$ cat config.mk
export PLATFORM = sky130hd
export DESIGN_NAME = mem_arbiter
export DESIGN_NICKNAME = d
export VERILOG_FILES = /design/src/rtl/mem_arbiter.sv
export SDC_FILE = /design/constraint.sdc
export NUM_CORES = 1
export LEC_CHECK = 0
export CORE_ASPECT_RATIO = 0.6
export CORE_MARGIN = 5
export CORE_UTILIZATION = 45
export CTS_CLUSTER_DIAMETER = 40
export DETAILED_ROUTE_END_ITERATION = 8
export PLACE_DENSITY = 0.95
export SKIP_LAST_GASP = 1
export SYNTH_ARGS = -nofsm -noshare
export SYNTH_HDL_FRONTEND = slang
export SYNTH_SLANG_ARGS = --single-unit
$ cat constraint.sdc
create_clock -name clk -period 4.3 [get_ports clk]
set_input_delay 1.075 -clock clk [delete_from_list [all_inputs] [get_ports clk]]
set_output_delay 1.075 -clock clk [all_outputs]
set_load 0.03 [all_outputs]
$ cat src/rtl/mem_arbiter.sv
`default_nettype none
// ============================================================================
// Module      : mem_arbiter
// Description : Two-requester arbiter (fetch read-only, MEM stage read/write)
//               in front of one fixed-latency single-port main memory.
// Revision    : 1.0 - initial release
// ============================================================================
module mem_arbiter #(
  parameter int MEM_LAT    = 4,
  parameter int STARVE_MAX = 2
) (
  input  logic        clk,
  input  logic        rst,
  input  logic        if_req,
  input  logic [15:0] if_addr,
  output logic        if_ack,
  output logic [15:0] if_rdata,
  output logic        if_stall,
  input  logic        d_req,
  input  logic        d_wr,
  input  logic [15:0] d_addr,
  input  logic [15:0] d_wdata,
  output logic        d_ack,
  output logic [15:0] d_rdata,
  output logic        d_stall,
  output logic        mem_enable,
  output logic        mem_wr,
  output logic [15:0] mem_addr,
  output logic [15:0] mem_wdata,
  input  logic [15:0] mem_rdata
);

  localparam int CNT_W = (MEM_LAT > 1) ? $clog2(MEM_LAT) : 1;
  localparam int STV_W = (STARVE_MAX > 0) ? $clog2(STARVE_MAX + 1) : 1;
  localparam logic [CNT_W-1:0] CNT_INIT = CNT_W'(MEM_LAT - 1);
  localparam logic [STV_W-1:0] STV_MAX  = STV_W'(STARVE_MAX);

  localparam logic [1:0] S_IDLE   = 2'd0;
  localparam logic [1:0] S_ACCESS = 2'd1;
  localparam logic [1:0] S_RESP   = 2'd2;

  logic [1:0]       state_q,    state_d;
  logic             owner_d_q,  owner_d_d;   // 1 = MEM stage owns the access
  logic             wr_q,       wr_d;
  logic [15:0]      addr_q,     addr_d;
  logic [15:0]      wdata_q,    wdata_d;
  logic [CNT_W-1:0] cnt_q,      cnt_d;
  logic [STV_W-1:0] starve_q,   starve_d;
  logic [15:0]      if_rdata_q, if_rdata_d;
  logic [15:0]      d_rdata_q,  d_rdata_d;
  logic             if_ack_q,   if_ack_d;
  logic             d_ack_q,    d_ack_d;

  logic             grant_fetch;

  // Fetch wins only when data is absent or fetch has already waited STARVE_MAX grants.
  assign grant_fetch = if_req && (!d_req || (starve_q == STV_MAX));

  always_comb begin
    state_d    = state_q;
    owner_d_d  = owner_d_q;
    wr_d       = wr_q;
    addr_d     = addr_q;
    wdata_d    = wdata_q;
    cnt_d      = cnt_q;
    starve_d   = starve_q;
    if_rdata_d = if_rdata_q;
    d_rdata_d  = d_rdata_q;
    if_ack_d   = 1'b0;
    d_ack_d    = 1'b0;

    case (state_q)
      S_IDLE: begin
        if (if_req || d_req) begin
          state_d = S_ACCESS;
          cnt_d   = CNT_INIT;
          if (grant_fetch) begin
            owner_d_d = 1'b0;
            wr_d      = 1'b0;
            addr_d    = if_addr;
            starve_d  = '0;
          end else begin
            owner_d_d = 1'b1;
            wr_d      = d_wr;
            addr_d    = d_addr;
            wdata_d   = d_wdata;
            if (!if_req) begin
              starve_d = '0;
            end else if (starve_q != STV_MAX) begin
              starve_d = starve_q + STV_W'(1);
            end
          end
        end
      end

      S_ACCESS: begin
        if (cnt_q == '0) begin
          state_d = S_RESP;
          if (owner_d_q) begin
            d_ack_d = 1'b1;
            if (!wr_q) begin
              d_rdata_d = mem_rdata;
            end
          end else begin
            if_ack_d   = 1'b1;
            if_rdata_d = mem_rdata;
          end
        end else begin
          cnt_d = cnt_q - CNT_W'(1);
        end
      end

      S_RESP: begin
        state_d = S_IDLE;
      end

      default: begin
        state_d = S_IDLE;
      end
    endcase
  end

  always_ff @(posedge clk or posedge rst) begin
    if (rst) begin
      state_q    <= S_IDLE;
      owner_d_q  <= 1'b0;
      wr_q       <= 1'b0;
      addr_q     <= '0;
      wdata_q    <= '0;
      cnt_q      <= '0;
      starve_q   <= '0;
      if_rdata_q <= '0;
      d_rdata_q  <= '0;
      if_ack_q   <= 1'b0;
      d_ack_q    <= 1'b0;
    end else begin
      state_q    <= state_d;
      owner_d_q  <= owner_d_d;
      wr_q       <= wr_d;
      addr_q     <= addr_d;
      wdata_q    <= wdata_d;
      cnt_q      <= cnt_d;
      starve_q   <= starve_d;
      if_rdata_q <= if_rdata_d;
      d_rdata_q  <= d_rdata_d;
      if_ack_q   <= if_ack_d;
      d_ack_q    <= d_ack_d;
    end
  end

  assign mem_enable = (state_q == S_ACCESS);
  assign mem_wr     = (state_q == S_ACCESS) && wr_q;
  assign mem_addr   = addr_q;
  assign mem_wdata  = wdata_q;

  assign if_ack   = if_ack_q;
  assign d_ack    = d_ack_q;
  assign if_rdata = if_rdata_q;
  assign d_rdata  = d_rdata_q;
  assign if_stall = if_req & ~if_ack_q;
  assign d_stall  = d_req & ~d_ack_q;

endmodule
`default_nettype wire

==> metrics.txt, run 1 <==
cell with the most instances on the worst path=clkdlybuf4s50_1; WS Path Type=input port to primary output; CTS sink cnt=74; Max-slew headroom=29.3%; status=completed; fraction of the yosys area taken by sequential cells=57.8%; CORE AREA=6790 um2; EDFF count, synth=0; clk_lat worst skew=330 ps; height of the die=75.3 um; total negative slack=0 ps; Hold Path Stages=1; Die Wd=119 um; vias per inst=5.37; RSZ-0062 raised after global routing=false; H-Tree Depth=3; Fill cells=449; crit path max fanout=17; Initial Utilization=47.1%; vias in the first global route=2706; setup ws final=596 ps; Reg clk slew, reported paths=50 ps; PwrDens=836 nW/um2; Seq cells post-synth=74; reg-to-reg critical path startpoint=cnt_q[0]; ANT cells=0; Setup-failing EPs final=0; Syn Nets=310; die area=8960 um2; overall power=4.09 mW; hold crit path type=flop to flop; final non-filler cell total=467; Hold EP=starve_q[0]; CP Capture Type=primary output; initial antenna violation count=0; layout net count=446; CTS resizes=0; input/output buffers=138; commonest non-fill, non-tap cells in the layout=clkdlybuf4s50_1, dfrtp_1, mux2_4, mux2_2; highest clock rate=0.270 GHz; Reg-to-Reg End=if_rdata[10]; per-cell routed wire length=18.3 um; clock skew=8.93 ps; worst-margin pin slew=1060 ps; worst reg2reg setup slack=2190 ps; Final GP Congestion=0.914; CP cell instances=clkdlybuf4s50_1 -> inv_1 -> nor2_1 -> clkdlybuf4s50_1; Post-Synthesis Cells=239; Synth cell types=37; Placed Area=4600 um2; period utilization=86.1%; max_cap viols=0; Final min period=3700 ps; Max Buffers Root-to-Sink=2; Buf/Inv on CP=3; Largest stage delay, worst path=670 ps; Pleak=2.08 nW; Post-DP HPWL=6090 um; P&R area growth vs syn=52.8%; Peak VDD IR=0.495 mV; design area=4890 um2; Root Driver=clkbuf_16; Post-synth ARST share=100%; wirelength, routed=8560 um; IO Pins=139; Pins Over Slew Limit=0; Overall Global Routing Usage=20.1%; gr ovfl total=0; post-CTS setup buffers=0; Primary FF master, synth=dfrtp_1; CTS Buf Count=9; CP Data Arrival Time=2630 ps; global-route wire length before repair=14000 um; Hold Violations, Final=0; DR iter-0 viols=308; Placed Instances=451; Synth Area per Inst=13.4 um2; post-route ant nets=0; Rows=23; largest net degree at the start of global routing=75; Data required, critical path=3220 ps; DR DRC count=0; pre-CTS setup slack=625 ps; reg2reg path depth=4; most common cell after layout, fill and taps aside=clkdlybuf4s50_1; crit-path leading delay family=buffers and inverters; fraction of layout cells with a size suffix above 1=19.7%; iteration count of the initial detailed-routing pass=4; Yosys warning count=0; CTS tree=built; total vias in the final route=2506; Worst Setup Start Kind=input port; worst hold start=starve_q[0]; cts hold-fix bufs=0; Slowest-stage cell, CP=clkdlybuf4s50_1; mapped cell area=3200 um2
## power by group
| group | total, mW | switching [mW] | internal, mW |
|---|---|---|---|
| Sequential | 1.26 | 0.217 | 1.04 |
| Clock | 0.731 | 0.281 | 0.450 |
| Combinational | 2.10 | 1.11 | 0.991 |
## registers in the layout, indices dropped and copies added, names as in the netlist
| name | cells |
|---|---|
| d_rdata | 16 |
| if_rdata | 16 |
| mem_addr | 16 |
| mem_wdata | 16 |
| cnt_q | 2 |
| starve_q | 2 |
| state_q | 2 |
| d_ack | 1 |
| if_ack | 1 |
| owner_d_q | 1 |
| wr_q | 1 |
## logic make-up after synthesis
family,share of synthesized area (%)
compound gates,9.38
buf+inv,4.57
fa+ha+maj,0.781
simple gates,6.96
flops,57.8
mux,20.5
## worst max path at each step
stage	from	to	slack (ps)	depth (start not counted)
floorplan	if_req	if_stall	1280	4
global placement	if_req	if_stall	650	4
detailed placement	if_req	if_stall	620	4
CTS	if_req	if_stall	610	4
global route	if_req	if_stall	500	4
finish	if_req	if_stall	600	4
## synthesized netlist by cell type (2+ instances only)
library cell | n | share of area, %
o21ai_0 | 17 | 2.7
buf_2 | 5 | 0.78
a21oi_1 | 16 | 2.5
mux2_2 | 20 | 7.0
buf_6 | 3 | 1.1
inv_1 | 8 | 0.94
clkbuf_1 | 6 | 0.70
mux2_4 | 28 | 13
nand3_1 | 17 | 2.7
dfrtp_1 | 74 | 58
nand2_1 | 2 | 0.23
and2_2 | 2 | 0.47
a31oi_1 | 16 | 3.1
ha_1 | 2 | 0.78
## layer usage
metal	track usage, %	vias to the layer above	wire length, um	share of wire, %
met5	0	-	0	0
met4	7.19	0	109	1.3
met3	7.94	13	822	9.6
met2	30.9	146	3830	45
met1	26.5	1216	3800	44
li1	-	1131	-	-
## worst reg2reg max path, cell delays in order, from the launching register on
cell     delay, ps
dfrtp_1        390
inv_1           60
ha_1           220
and3_1         890
mux2_2         430
## metrics by stage
| step | utilization, % | hold WS [ps] |
|---|---|---|
| floorplan | - | 451 |
| global placement | 67.7 | 459 |
| CTS | 72.1 | 506 |
| finish | 72.1 | 503 |
| detailed placement | 67.7 | 494 |
| global route | 72.1 | 516 |
## cell type report
type / count / area [um2] / area share, %
clock buffers: 10 / 229 / 4.68
clock inverters: 6 / 66.3 / 1.36
inverters: 8 / 30.0 / 0.614
multi-input cells: 141 / 1200 / 24.6
flip-flops and latches: 74 / 1850 / 37.8
well taps: 87 / 109 / 2.22
repair buffers: 141 / 1400 / 28.7
(Power assumes the default switching activity.)
==> run 2: changes to the inputs <==
--- a/config.mk
+++ b/config.mk
@@ -10,7 +10,7 @@
 export CORE_UTILIZATION = 45
 export CTS_CLUSTER_DIAMETER = 40
 export DETAILED_ROUTE_END_ITERATION = 8
-export PLACE_DENSITY = 0.95
+export PLACE_DENSITY = 0.92
 export SKIP_LAST_GASP = 1
 export SYNTH_ARGS = -nofsm -noshare
 export SYNTH_HDL_FRONTEND = slang
==> metrics.txt, run 2 (synthesis gave the netlist of run 1 again) <==
most common cell after layout, fill and taps aside=clkdlybuf4s50_1; iteration count of the initial detailed-routing pass=5 (+1); height of the die=75.3 um (unchanged); Rows=23 (unchanged); worst-margin pin slew=998 ps (-62.7 ps); largest net degree at the start of global routing=40 (-47%); Reg clk slew, reported paths=50 ps (about the same); total negative slack=0 ps (unchanged); Pins Over Slew Limit=0 (unchanged); Max Buffers Root-to-Sink=2 (unchanged); input/output buffers=138 (unchanged); Final min period=3520 ps (-188 ps); period utilization=81.8% (-4.4 points); RSZ-0062 raised after global routing=false; die area=8960 um2 (unchanged); Data required, critical path=3220 ps (about the same); Final GP Congestion=0.868 (-5.0%); initial antenna violation count=0 (unchanged); status=completed; WHS=495 ps (-8.07 ps); post-route ant nets=0 (unchanged); area of the multi-input gates=1200 um2 (unchanged); PwrDens=853 nW/um2 (+2.0%); wirelength, routed=8800 um (+2.8%); layout net count=446 (unchanged); total vias in the final route=2527 (+0.84%); crit path max fanout=20 (+3); CTS Buf Count=9 (unchanged); switching power total=1.60 mW (-0.55%); switching part of the total=38.0% (-1.4 points); Comb power frac=49.9% (-1.5 points); overall power=4.21 mW (+3.0%); post-CTS setup buffers=0 (unchanged); Hold Violations, Final=0 (unchanged); hold crit path type=flop to flop; commonest non-fill, non-tap cells in the layout=clkdlybuf4s50_1, dfrtp_1, mux2_4, mux2_2; Overall Global Routing Usage=20.1% (+0.047 points); ANT cells=0 (unchanged); Peak VDD IR=0.491 mV (-0.85%); Fill cells=449 (unchanged); IO Pins=139 (unchanged); H-Tree Depth=3 (unchanged); Setup-failing EPs final=0 (unchanged); CTS tree=built; per-cell routed wire length=18.8 um (+2.8%); highest clock rate=0.284 GHz (+5.3%); max_cap viols=0 (unchanged); DR DRC count=0 (unchanged); Placed Area=4600 um2 (about the same); Max-slew headroom=33.5% (+4.2 points); Worst Setup Start Kind=input port; Root Driver=clkbuf_16; global-route wire length before repair=14000 um (+0.44%); design area=4940 um2 (+0.97%); WS Path Type=input port to primary output; CTS resizes=0 (unchanged); CP Capture Type=primary output; sequential fraction of design power=29.8% (-0.9 points); CTS sink cnt=74 (unchanged); Pleak=2.11 nW (+1.6%); CORE AREA=6790 um2 (unchanged); Post-DP HPWL=6510 um (+6.8%); Internal=2.61 mW (+5.3%); pre-CTS setup slack=787 ps (+163 ps); Sequential Area=1850 um2 (unchanged); clk_lat worst skew=320 ps (about the same); clock skew=6.30 ps (-2.63 ps); clock share of power=20.3% (+2.4 points); vias per inst=5.41 (+0.84%); Initial Utilization=47.1% (unchanged); gr ovfl total=0 (unchanged); CP Data Arrival Time=2440 ps (-190 ps); P&R area growth vs syn=54.3%; vias in the first global route=2648 (-2.1%); DR iter-0 viols=393 (+28%); fraction of layout cells with a size suffix above 1=19.7% (unchanged); cts hold-fix bufs=0 (unchanged); setup ws final=784 ps (+188 ps); Die Wd=119 um (unchanged)
-- run 2: changes by cell type in the layout (fill, tap and decap cells not counted) --
cell,before,now
clkinv_4,0,1
inv_6,1,0
buf_4,3,4
clkinv_2,1,0
clkbuf_8,0,1
clkbuf_1,1,2
clkinvlp_4,3,0
bufinv_16,1,3
clkdlybuf4s50_1,138,137
-- run 2: cell type report --
class	instances	share of cell area [%]
Sequential cell	74	37.5
Timing Repair Buffer	141	28.4
Multi-Input combinational cell	141	24.4
Clock buffer	12	4.99
Tap cell	87	2.20
Clock inverter	4	2.00
Inverter	8	0.608
-- run 2: power groups by stage --
stage,logic (mW),clock network (mW),registers [mW]
after floorplan,0.693,0,1.82
after global placement,2.06,0,1.24
after detailed placement,2.12,0,1.25
after CTS,2.12,0.870,1.25
after global routing,2.21,0.898,1.29
final,2.10,0.857,1.25
-- run 2: metrics by stage --
stage,cells,util [%]
floorplan,239,-
global placement,451,67.7
detailed placement,451,67.7
CTS,467,72.8
global route,467,72.8
finish,467,72.8
-- run 2: per-layer routing --
| metal | global-route usage [%] | routed length, um | up-vias |
|---|---|---|---|
| li1 | - | - | 1132 |
| met1 | 27.4 | 3940 | 1208 |
| met2 | 30.6 | 3800 | 176 |
| met3 | 8.23 | 949 | 11 |
| met4 | 5.01 | 107 | 0 |
| met5 | 0 | 0 | - |
-- run 2: worst paths after layout --
path                                   from            to  slack (ps)  cells after the start
worst max-delay path                 if_req      if_stall         780                      5
worst min-delay path            starve_q[0]   starve_q[0]         490                      1
worst max register to register     cnt_q[0]   if_rdata[9]        2190                      4
worst min register to register  starve_q[0]   starve_q[0]         490                      1
max in group asynchronous               rst  mem_addr[12]        2100                      3
min in group asynchronous               rst  mem_wdata[5]        1210                      2
-- run 2: worst max-delay path: stages --
cell	delay, ps
clkdlybuf4s50_1	450
buf_4	230
inv_1	250
nor2_1	240
buf_4	190
